**config.mk**
```make
export PLATFORM = sky130hd
export DESIGN_NAME = multibank_pingpong_ram
export DESIGN_NICKNAME = d
export VERILOG_FILES = /design/src/rtl/multibank_pingpong_ram.sv
export SDC_FILE = /design/constraint.sdc
export NUM_CORES = 2
export LEC_CHECK = 0
export ABC_CLOCK_PERIOD_IN_PS = 2900
export CAP_MARGIN = 20
export CORE_ASPECT_RATIO = 0.9
export CORE_MARGIN = 3
export CORE_UTILIZATION = 57
export DETAILED_ROUTE_END_ITERATION = 16
export PLACE_DENSITY_LB_ADDON = 0.15
export SLEW_MARGIN = 25
export SYNTH_ARGS = -nofsm -noshare
export SYNTH_HDL_FRONTEND = slang
export SYNTH_SLANG_ARGS = --single-unit
```
**constraint.sdc**
```tcl
create_clock -name clk -period 2.9 [get_ports clk]
set_clock_uncertainty 0.15 [all_clocks]
set_input_delay 0.29 -clock clk [delete_from_list [all_inputs] [get_ports clk]]
set_output_delay 0.29 -clock clk [all_outputs]
set_load 0.005 [all_outputs]
```
**src/rtl/multibank_pingpong_ram.sv**
```systemverilog
// multibank_pingpong_ram: N-bank ring buffer that generalises the two-bank ping-pong RAM.
// The writer fills one bank at a time and hands it over with wr_finish.
// The reader drains the committed banks in fill order and releases each one with rd_finish.
// Each committed bank records its fill length.
// Misuse of either side is latched into a sticky flag until reset.
module multibank_pingpong_ram #(
  parameter  int DATA_W = 8,
  parameter  int ADDR_W = 7,
  parameter  int NBANK  = 2,
  localparam int BW     = (NBANK > 2) ? $clog2(NBANK) : 1,
  localparam int CW     = $clog2(NBANK + 1)
) (
  input  logic              clk,
  input  logic              rst,
  input  logic [ADDR_W-1:0] wr_addr,
  input  logic              wr_en,
  input  logic [DATA_W-1:0] wr_data,
  input  logic              wr_finish,
  output logic              wr_ready,
  output logic [BW-1:0]     wr_bank,
  input  logic [ADDR_W-1:0] rd_addr,
  output logic [DATA_W-1:0] rd_data,
  input  logic              rd_finish,
  output logic              rd_ready,
  output logic [BW-1:0]     rd_bank,
  output logic [ADDR_W:0]   rd_len,
  output logic [CW-1:0]     full_cnt,
  output logic              wr_ovf,
  output logic              rd_unf
);

  localparam int              DEPTH     = 1 << ADDR_W;
  localparam logic [BW-1:0]   LAST_BANK = BW'(NBANK - 1);
  localparam logic [CW-1:0]   ALL_FULL  = CW'(NBANK);

  // Advance a bank index around the ring; NBANK need not be a power of two.
  function automatic logic [BW-1:0] bank_inc(input logic [BW-1:0] b);
    return (b == LAST_BANK) ? '0 : b + BW'(1);
  endfunction

  // Unsigned maximum, used for the high-water length tracker.
  function automatic logic [ADDR_W:0] len_max(input logic [ADDR_W:0] a,
                                              input logic [ADDR_W:0] b);
    return (a > b) ? a : b;
  endfunction

  // Flat {bank, addr} storage so that it maps onto a single block RAM.
  logic [DATA_W-1:0] mem [NBANK*DEPTH];
  logic [ADDR_W:0]   len [NBANK];
  logic [ADDR_W:0]   hw;
  logic [ADDR_W:0]   wa_len;
  logic [ADDR_W:0]   hw_nxt;
  logic [DATA_W-1:0] rd_data_p1;
  logic              wr_ok;
  logic              commit;
  logic              rel_ok;

  // Handshake qualification and high-water update, including a same-cycle write.
  always_comb begin
    wr_ready = (full_cnt != ALL_FULL);
    rd_ready = (full_cnt != '0);
    wr_ok    = wr_en & wr_ready;
    commit   = wr_finish & wr_ready;
    rel_ok   = rd_finish & rd_ready;
    wa_len   = {1'b0, wr_addr} + (ADDR_W+1)'(1);
    hw_nxt   = wr_ok ? len_max(hw, wa_len) : hw;
  end

  assign rd_len  = len[rd_bank];
  assign rd_data = rd_data_p1;

  // Ring control: bank indices, occupancy, fill lengths and the sticky misuse flags.
  always_ff @(posedge clk) begin
    if (rst) begin
      wr_bank  <= '0;
      rd_bank  <= '0;
      full_cnt <= '0;
      hw       <= '0;
      wr_ovf   <= 1'b0;
      rd_unf   <= 1'b0;
      for (int i = 0; i < NBANK; i++) len[i] <= '0;
    end else begin
      if (commit) begin
        len[wr_bank] <= hw_nxt;
        hw           <= '0;
        wr_bank      <= bank_inc(wr_bank);
      end else begin
        hw <= hw_nxt;
      end
      if (rel_ok) rd_bank <= bank_inc(rd_bank);
      case ({commit, rel_ok})
        2'b10:   full_cnt <= full_cnt + CW'(1);
        2'b01:   full_cnt <= full_cnt - CW'(1);
        default: full_cnt <= full_cnt;
      endcase
      if ((wr_en | wr_finish) & ~wr_ready) wr_ovf <= 1'b1;
      if (rd_finish & ~rd_ready)           rd_unf <= 1'b1;
    end
  end

  // Single write port into the writer's bank; reset only suppresses the strobe.
  always_ff @(posedge clk) begin
    if (!rst && wr_ok) mem[{wr_bank, wr_addr}] <= wr_data;
  end

  // Read stage p0 -> p1: registered read from the reader's bank, before any advance.
  always_ff @(posedge clk) begin
    if (rst) rd_data_p1 <= '0;
    else     rd_data_p1 <= mem[{rd_bank, rd_addr}];
  end

endmodule

```
==> results_dict.tcl <==
set metrics [dict create \
    ys_ff_latch 2087 \
    max_freq_mhz 347 \
    synth-main-ff-cell "edfxtp_1" \
    cts_setup_buffers 0 \
    start_util_pct 57.6 \
    vias 44600 \
    synth.cell_area_um2 81800 \
    dieHeight_um 365 \
    die_w_um 405 \
    synth.avg_cell_area_um2 19.8 \
    wl_per_cell_um 32.5 \
    root_buffer "clkbuf_16" \
    grt_use_total_pct 30.8 \
    dpl_cell_area_um2 89700 \
    start_kind "primary input" \
    place_ws_ns -1.01 \
    setup_viol 0 \
    hold_viol 0 \
    grt_overflow 0 \
    yosys.cell_types.count 70 \
    clock_latency_ns 0.81 \
    cts_sinks 2087 \
    final_util_pct 67.7 \
    crit_path_end_kind "flop" \
    ir_worst_vdd_uv 658 \
    wl_um 224000 \
    final_area_um2 96200 \
    first_pass_iters 5 \
    netlist.top_cell.by_area "edfxtp_1" \
    leakage_nw 31.9 \
    drive_above_1_share_pct 28.3 \
    synth_async_sr_flop_share_pct 0 \
    gp_congestion 0.955 \
    core_region_area_um2 142000 \
    io_buffer_count 50 \
    grt_pass1_vias 43800 \
    ant_nets 0 \
    finalCritPeriodShare_pct 99.4 \
    syn_nets 4164 \
    slew_headroom_pct 29.9 \
    cp_slowest_cell "nand4_1" \
    dpl.hpwl_um 149000 \
    yosysTopAreaCellShare_pct 75.8 \
    htree_levels 4 \
    cp.arrival_ns 3.44 \
    p_per_area_nw_per_um2 660 \
    worstPathBufferInverterCount 4 \
    path_cells "buf_8 -> buf_12 -> buf_4 -> mux2i_1 -> o221ai_1 -> nor3_1 -> nor3_2 -> buf_4 -> and4b_1 -> nand4_1 -> o21ai_1" \
    yosys-top-cells-area "edfxtp_1 (76%), mux4_2 (10%), mux2i_1 (3.1%), nor2_1 (1.6%), o221ai_1 (0.82%)" \
    drc 0 \
    cp_data_required_time_ns 3.46 \
    grt_pass1_wl_um 322000 \
    period_minus_slack_ns 2.88 \
    max_cap_viol_count 0 \
    status "finished, final reports clean" \
    clkTransAtPathRegs_ns 0.06 \
    io_pins 51 \
    critPathMostFrequentCell "buf_4" \
    drtIter0Drc 6398 \
    numCtsBuffers 198 \
    crit_fanout 32 \
    hp-class "primary input to flop" \
    syn_to_final_growth_pct 17.6 \
    grt_max_degree 98 \
    antenna_found_initial 9 \
    cts_max_path_buffers 3 \
    grt_setup_unrepaired "false" \
    worst_slack_ns 0.0172 \
    syn-instance-count 4124 \
    path_delay_family "simple AND/OR/NAND/NOR gates" \
    tns_ns 0 \
    yosysWarnings 0 \
    slew_viol_final 0 \
    final_nets 4892 \
    fp-row-count 131 \
    seq_area_frac_synth_pct 76.3 \
    tightest_slew_ns 1.04 \
    vias_per_cell 6.48 \
    max_stage_delay_ns 0.53 \
    die_area_um2 148000 \
    tritoncts "yes" \
    synth-edff-count 2064 \
    worstSetupPathType "primary input to flop" \
]
-- path summary, 6_finish.rpt --
path          startpoint           to  slack (ns)  depth (start not counted)
min           wr_data[6]  mem[130][6]       0.005                          1
min reg2reg       rd_unf       rd_unf        0.32                          2
max           rd_addr[0]   rd_data[1]        0.02                         11
max reg2reg  mem[217][1]   rd_data[1]        0.06                          7
-- sequential cells by signal, indices dropped and copies added, names as in the netlist, 2 cells and up, named ones only --
register  count
rd_data       8
hw            8
len          16
mem        2048
full_cnt      2
-- per-layer routing --
metal  vias to the layer above  track usage [%]  share of wire [%]
met3                       380             8.73                 12
li1                      18500                -                  -
met5                         -                0                  0
met4                         0             9.92                3.4
met2                      2589             45.3                 45
met1                     23200             45.5                 40
-- Yosys cell counts, types with 10 or more instances --
cell / count
ha_1: 13
mux4_2: 377
o22ai_1: 53
nor2b_1: 10
mux2_2: 16
a211oi_1: 28
nor3_1: 97
o21ai_0: 62
nor4_1: 20
a31oi_1: 17
dfxtp_1: 23
buf_4: 20
buf_2: 47
inv_1: 12
buf_1: 14
mux4_1: 20
nand4_1: 22
nand3_1: 61
mux2i_1: 253
o221ai_1: 77
nor2_1: 357
and3_1: 10
clkbuf_1: 109
a22oi_1: 24
a21oi_1: 55
nand2_1: 103
buf_6: 39
edfxtp_1: 2064
and2_1: 13
-- cell usage in the layout, fill, tap and decap left out, types with 77 or more instances in the layout --
| cell | Yosys | final |
|---|---|---|
| clkbuf_16 | 0 | 203 |
| mux2i_1 | 253 | 253 |
| nor3_1 | 97 | 96 |
| edfxtp_1 | 2064 | 2064 |
| nor2_1 | 357 | 356 |
| nand2_1 | 103 | 102 |
| o221ai_1 | 77 | 77 |
| buf_4 | 20 | 622 |
| buf_12 | 8 | 95 |
| mux4_2 | 377 | 377 |
-- cell families after synthesis --
kind of cell             share of synthesized area (%)
flip-flops                                        76.3
AND/OR/NAND/NOR                                   3.98
multiplexers                                      14.3
AO/OA/AOI/OAI                                     3.07
buffers and inverters                             1.97
adder cells (fa/ha/maj)                          0.199
XOR/XNOR                                        0.0964
-- where the power goes --
group          switching, mW  internal (mW)
combinational           2.60           1.80
clock                   11.1           14.5
sequential             0.180           33.3
-- what timing repair did --
| item | CTS | global route |
|---|---|---|
| resized for setup | 1 | 1 |
| endpoints found under the hold margin | 251 | 0 |
| endpoints found under the setup margin | 1 | 1 |
| pin swaps | 0 | 1 |
| hold buffers | 7 | 0 |
-- final cells by class --
type / count / area (µm²)
fillers: 9151 / 45900
well taps: 1862 / 2330
repair buffers: 773 / 7170
flip-flops and latches: 2087 / 62400
clock inverters: 111 / 1040
diodes: 8 / 20.0
inverters: 13 / 51.3
multi-input cells: 1779 / 17800
clock buffers: 255 / 5340
-- metrics by stage --
step                hold slack [ns]  total power [mW]  cells
global placement              0.298              38.4   6507
detailed placement            0.310              38.4   6507
finish                      0.00469              63.4   6888
global route                 0.0261              65.1   6881
floorplan                     0.239              36.0   4124
CTS                          0.0245              63.7   6880
Power figures use the tool's default switching activity.
